<file path="src/rtl/mmio_io_ctrl.sv">
// Memory-mapped I/O controller: LED/HEX output registers, synchronised and
// debounced key/switch inputs, sticky ready/overrun status and interrupt.
module mmio_io_ctrl #(
  parameter int unsigned      DBITS           = 32,
  parameter int unsigned      KEY_BITS        = 4,
  parameter int unsigned      SW_BITS         = 10,
  parameter int unsigned      LEDR_BITS       = 10,
  parameter int unsigned      LEDG_BITS       = 8,
  parameter int unsigned      HEX_DIGITS      = 4,
  parameter int unsigned      DEBOUNCE_CYCLES = 100000,
  parameter logic [DBITS-1:0] ADDR_HEX        = 32'hF0000000,
  parameter logic [DBITS-1:0] ADDR_LEDR       = 32'hF0000004,
  parameter logic [DBITS-1:0] ADDR_LEDG       = 32'hF0000008,
  parameter logic [DBITS-1:0] ADDR_KDATA      = 32'hF0000010,
  parameter logic [DBITS-1:0] ADDR_SDATA      = 32'hF0000014,
  parameter logic [DBITS-1:0] ADDR_KCTRL      = 32'hF0000110,
  parameter logic [DBITS-1:0] ADDR_SCTRL      = 32'hF0000114
) (
  input  logic                    clk,
  input  logic                    reset,
  input  logic [DBITS-1:0]        addr,
  input  logic                    wrtEn,
  input  logic                    rdEn,
  input  logic [DBITS-1:0]        dIn,
  output logic [DBITS-1:0]        dOut,
  output logic                    hit,
  input  logic [KEY_BITS-1:0]     key,
  input  logic [SW_BITS-1:0]      sw,
  output logic [LEDR_BITS-1:0]    ledr,
  output logic [LEDG_BITS-1:0]    ledg,
  output logic [4*HEX_DIGITS-1:0] hex,
  output logic                    intr
);
  localparam int unsigned HB = 4 * HEX_DIGITS;
  localparam int unsigned CW = $clog2(DEBOUNCE_CYCLES);
  localparam logic [CW-1:0] CNT_LAST = CW'(DEBOUNCE_CYCLES - 1);

  logic [KEY_BITS-1:0] k_s1, k_s2, k_deb, k_upd;
  logic [SW_BITS-1:0]  s_s1, s_s2, s_deb, s_upd;
  logic [CW-1:0]       k_cnt [KEY_BITS];
  logic [CW-1:0]       s_cnt [SW_BITS];
  logic k_rdy, k_ovr, k_ie, s_rdy, s_ovr, s_ie;
  logic k_ev, s_ev;
  logic sel_hex, sel_ledr, sel_ledg, sel_kdata, sel_sdata, sel_kctrl, sel_sctrl;
  logic unused_dbits;

  assign unused_dbits = ^dIn;

  assign sel_hex   = (addr == ADDR_HEX);
  assign sel_ledr  = (addr == ADDR_LEDR);
  assign sel_ledg  = (addr == ADDR_LEDG);
  assign sel_kdata = (addr == ADDR_KDATA);
  assign sel_sdata = (addr == ADDR_SDATA);
  assign sel_kctrl = (addr == ADDR_KCTRL);
  assign sel_sctrl = (addr == ADDR_SCTRL);

  // A bit is accepted on the edge where its counter sits at the last value and it still differs.
  always_comb begin
    k_upd = '0;
    s_upd = '0;
    for (int unsigned i = 0; i < KEY_BITS; i++)
      k_upd[i] = (k_s2[i] != k_deb[i]) && (k_cnt[i] == CNT_LAST);
    for (int unsigned i = 0; i < SW_BITS; i++)
      s_upd[i] = (s_s2[i] != s_deb[i]) && (s_cnt[i] == CNT_LAST);
  end

  assign k_ev = |k_upd;
  assign s_ev = |s_upd;

  always_ff @(posedge clk) begin
    if (reset) begin
      k_s1 <= '0; k_s2 <= '0; k_deb <= '0;
      s_s1 <= '0; s_s2 <= '0; s_deb <= '0;
      for (int unsigned i = 0; i < KEY_BITS; i++) k_cnt[i] <= '0;
      for (int unsigned i = 0; i < SW_BITS; i++)  s_cnt[i] <= '0;
      k_rdy <= 1'b0; k_ovr <= 1'b0; k_ie <= 1'b0;
      s_rdy <= 1'b0; s_ovr <= 1'b0; s_ie <= 1'b0;
      ledr <= '0; ledg <= '0; hex <= '0;
      intr <= 1'b0;
    end else begin
      k_s1 <= ~key; k_s2 <= k_s1;
      s_s1 <= sw;   s_s2 <= s_s1;

      for (int unsigned i = 0; i < KEY_BITS; i++) begin
        if (k_s2[i] == k_deb[i]) k_cnt[i] <= '0;
        else if (k_upd[i]) begin
          k_deb[i] <= k_s2[i];
          k_cnt[i] <= '0;
        end else k_cnt[i] <= k_cnt[i] + 1'b1;
      end
      for (int unsigned i = 0; i < SW_BITS; i++) begin
        if (s_s2[i] == s_deb[i]) s_cnt[i] <= '0;
        else if (s_upd[i]) begin
          s_deb[i] <= s_s2[i];
          s_cnt[i] <= '0;
        end else s_cnt[i] <= s_cnt[i] + 1'b1;
      end

      // Set events take priority over any clear in the same cycle.
      if (k_ev) k_rdy <= 1'b1;
      else if ((wrtEn && sel_kctrl && !dIn[0]) || (rdEn && sel_kdata)) k_rdy <= 1'b0;
      if (k_ev && k_rdy) k_ovr <= 1'b1;
      else if (wrtEn && sel_kctrl && !dIn[1]) k_ovr <= 1'b0;
      if (wrtEn && sel_kctrl) k_ie <= dIn[8];

      if (s_ev) s_rdy <= 1'b1;
      else if ((wrtEn && sel_sctrl && !dIn[0]) || (rdEn && sel_sdata)) s_rdy <= 1'b0;
      if (s_ev && s_rdy) s_ovr <= 1'b1;
      else if (wrtEn && sel_sctrl && !dIn[1]) s_ovr <= 1'b0;
      if (wrtEn && sel_sctrl) s_ie <= dIn[8];

      if (wrtEn && sel_hex)  hex  <= dIn[HB-1:0];
      if (wrtEn && sel_ledr) ledr <= dIn[LEDR_BITS-1:0];
      if (wrtEn && sel_ledg) ledg <= dIn[LEDG_BITS-1:0];

      intr <= (k_rdy & k_ie) | (s_rdy & s_ie);
    end
  end

  always_comb begin
    dOut = '0;
    hit  = 1'b1;
    case (addr)
      ADDR_HEX:   dOut[HB-1:0]        = hex;
      ADDR_LEDR:  dOut[LEDR_BITS-1:0] = ledr;
      ADDR_LEDG:  dOut[LEDG_BITS-1:0] = ledg;
      ADDR_KDATA: dOut[KEY_BITS-1:0]  = k_deb;
      ADDR_SDATA: dOut[SW_BITS-1:0]   = s_deb;
      ADDR_KCTRL: begin dOut[0] = k_rdy; dOut[1] = k_ovr; dOut[8] = k_ie; end
      ADDR_SCTRL: begin dOut[0] = s_rdy; dOut[1] = s_ovr; dOut[8] = s_ie; end
      default:    hit = 1'b0;
    endcase
  end
endmodule

</file>
<file path="config.mk">
export PLATFORM = sky130hd
export DESIGN_NAME = mmio_io_ctrl
export DESIGN_NICKNAME = d
export VERILOG_FILES = /design/src/rtl/mmio_io_ctrl.sv
export SDC_FILE = /design/constraint.sdc
export NUM_CORES = 1
export LEC_CHECK = 0
export CAP_MARGIN = 20
export CORE_ASPECT_RATIO = 1.4
export CORE_UTILIZATION = 30
export CTS_CLUSTER_DIAMETER = 40
export CTS_CLUSTER_SIZE = 40
export DETAILED_ROUTE_END_ITERATION = 7
export PLACE_DENSITY = 0.56
export SLEW_MARGIN = 20
export SYNTH_ARGS = -nofsm -noshare
export SYNTH_HDL_FRONTEND = slang
export SYNTH_SLANG_ARGS = --single-unit
</file>
<file path="constraint.sdc">
create_clock -name clk -period 2.35 [get_ports clk]
set_input_delay 0.47 -clock clk [delete_from_list [all_inputs] [get_ports clk]]
set_output_delay 0.47 -clock clk [all_outputs]
set_load 0.01 [all_outputs]
</file>
==> results.yml <==
layout:
  layout-drive-gt1-share: 0.117
  final_area_mm2: 0.0213
  antenna-diode-count: 0
  final_nets: 2112
  syn2layout_area_growth_pct: 32.2
  instances_no_fill: 2770
placed_design:
  place_ws_ns: -1.09
  dp.cells: 2666
  port_buffers: 117
  post_dp_cell_area_mm2: 0.0195
  dp_hpwl_um: 27200
  gp_congestion: 0.819
sta:
  finalMaxSlewViolations: 0
  period_share: 1.15
  period_minus_slack_ns: 2.69
  rsz0062_at_grt: "yes"
  setup-violations-final: 14
  max_freq_mhz: 371
  fin_ws_ns: -0.344
  whs_ns: 0.359
  worst_pin_slew_ns: 0.765
  clock_skew_ns: 0.0187
  max-slew-margin-rel: 0.485
  hold_viol_final: 0
synthesis:
  avgSynthCellArea_um2: 10.3
  netlist_area_mm2: 0.0161
  synth_cell_types: 57
  synthArstFlopShare: 0
  netlist_instances: 1565
  yosysWarnings: 0
  ys_ff_latch: 321
  yosysSeqAreaShare: 0.547
  synth_edf_count: 238
  ys.flop_type: "edfxtp_1"
detailed_routing:
  drtIter0Drc: 523
  routedWlPerCell_um: 13.4
  wl_met2_um: 18700
  ant_nets: 0
  vias: 12300
  wl_met3_um: 1640
  viasPerCell: 4.46
  drt_pass1_iterations: 4
  drc: 0
  top_layer_used: "met4"
  drt_wl_total_um: 37200
  wl_met1_um: 15600
floorplanning:
  die-area_mm2: 0.0546
  rows: 100
  design.core.area_mm2: 0.0531
  dieHeight_um: 276
  pin_count: 150
  die_x_um: 198
  initial_core_util: 0.303
critical_path:
  critPathLaunchType: "primary input"
  crit_path_max_incr_delay_ns: 0.54
  crit_arrival_ns: 2.22
  worstSetupStartpoint: "addr[18]"
  cpMaxStageDelayCell: "or4b_4"
  cp_max_fo: 2
  rr_startpoint: "k_cnt[2][14]"
  crit_required_ns: 1.88
  endpoint_kind: "output pin"
  crit_family: "simple AND/OR/NAND/NOR gates"
  critical_path_class: "primary input to output pin"
  path_buf_inv: 2
  worstPathCellList: "clkdlybuf4s15_1 > nor4_1 > nand2_1 > nor2_2 > or4b_4 > nor2_4 > a221o_1 > buf_2"
run:
  cap_violations: 0
cts:
  clk_pin_slew_worst_paths_ns: 0.06
  htreeDepth: 2
  clk_path_buf_depth: 3
  numCtsBuffers: 48
  tritoncts: "built"
  cts.sinks: 321
  cts_root_buffer: "clkbuf_16"
  insertion_delay_ns: 0.57
  postCtsHoldBufs: 0
grt:
  grt_pass1_wl_um: 60400
  antenna_found_initial: 2
  grt_max_degree: 37
  grt_usage: 0.137
  first_global_vias: 12400
  grt_overflow: 0
min_path:
  min-delay-start: "reset"
  min-delay-path-class: "primary input to register"
run_status:
  violations: "setup timing"
  status: "complete, but fails checks"
power:
  power_mw: 14.0
  powerDensity_mw_per_mm2: 660
  power.leakage_nw: 7.94
  peakVddDrop_mv: 0.522
==> what timing repair did <==
action / in CTS / in global routing
gates cloned: 1 / 0
setup buffers: 11 / 2
endpoints found under the setup margin: 19 / 35
pin swaps: 24 / 9
gates resized for setup: 160 / 21
==> report_power, final <==
part / switching, mW / leakage [nW] / internal, mW / total [mW]
Clock: 2.91 / 0.771 / 4.04 / 6.94
Sequential: 0.192 / 3.13 / 6.29 / 6.48
Combinational: 0.331 / 4.04 / 0.285 / 0.617
Total: 3.43 / 7.94 / 10.6 / 14.0
==> cell usage after synthesis (6+ instances only) <==
library cell	number	area [um2]
ha_1	14	175
nor4_1	16	100
or4_1	11	82.6
nor2_1	303	1140
nand4b_1	7	61.3
inv_1	20	75.1
mux2i_1	35	350
nor3_1	24	120
xor2_1	137	1200
edfxtp_1	238	7150
a22oi_1	7	52.6
xnor2_1	74	648
or3_1	16	100
a21oi_1	43	215
nand4_1	43	269
o21ai_0	20	100
nor2b_1	27	169
and4_1	18	158
nand2_1	152	571
dfxtp_1	83	1660
and2_1	10	62.6
nand3_1	101	505
nor4b_1	7	61.3
and3_1	46	288
nor4bb_1	6	60.1
clkbuf_1	36	135
buf_4	17	128
==> state kept, by name (all words and copies together) (netlist names) <==
register	cells
ledg	8
k_s2	4
k_rdy	1
k_ovr	1
k_s1	4
k_cnt	68
s_deb	10
s_s1	10
intr	1
s_ovr	1
s_s2	10
ledr	10
s_cnt	170
s_ie	1
hex	16
k_ie	1
k_deb	4
s_rdy	1
==> layer usage <==
| metal | track usage | vias up |
|---|---|---|
| met1 | 0.157 | 5862 |
| met2 | 0.248 | 222 |
| met5 | 0 | - |
| li1 | - | 6190 |
| met4 | 0.0563 | 0 |
| met3 | 0.0221 | 67 |
==> stage by stage <==
| step | setup TNS [ns] | utilization |
|---|---|---|
| after detailed placement | -26.75 | 0.368 |
| after floorplan | -0.164 | - |
| after global placement | -26.53 | 0.368 |
| after global routing | -4.73 | 0.401 |
| final | -3.18 | 0.401 |
| after CTS | -3.12 | 0.400 |
==> logic make-up after synthesis <==
family	Yosys count	share of synthesized area
DFF	321	0.547
xor gates and xnor gates	211	0.115
other	2	0.000467
AOI/OAI and AO/OA	87	0.0316
buffers and inverters	78	0.0224
and+or+nand+nor	814	0.248
muxes	38	0.0246
adders and majority gates	14	0.0109
==> worst reg2reg max path: cells and delay by family (launching register included) <==
family           cells  cell delay [ns]
flip-flops           1             0.40
AND/OR/NAND/NOR      3             1.54
AO/OA/AOI/OAI        3             0.30
==> placed cells by master, fill, tap and decap left out, types with 16 or more instances in the layout <==
cell type        count
nor2_1             297
conb_1             254
edfxtp_1           238
nand2_1            151
xor2_1             137
nand3_1            101
dfxtp_1             83
buf_4               76
xnor2_1             74
clkdlybuf4s50_1     67
clkbuf_16           50
and3_1              46
nand4_1             43
a21oi_1             43
mux2i_1             35
nor2b_1             26
nor3_1              22
inv_1               20
and4_1              18
o21ai_0             17
or3_1               16
==> area by class of cell <==
type | instances | area, um2
clock buffers | 55 | 1280
clock inverters | 35 | 309
fillers | 5329 | 31800
inverters | 20 | 75.1
multi-input cells | 1418 | 8070
flip-flops and latches | 321 | 8810
well taps | 714 | 893
repair buffers | 207 | 1850
==> path summary, 6_finish.rpt <==
check	end	slack, ns	depth (start not counted)
hold reg to reg	s_s2[9]	0.43	1
setup reg to reg	k_ovr	0.05	6
hold / removal	s_deb[9]	0.36	2
setup / recovery	dOut[2]	-0.34	8
Power figures use the tool's default switching activity.
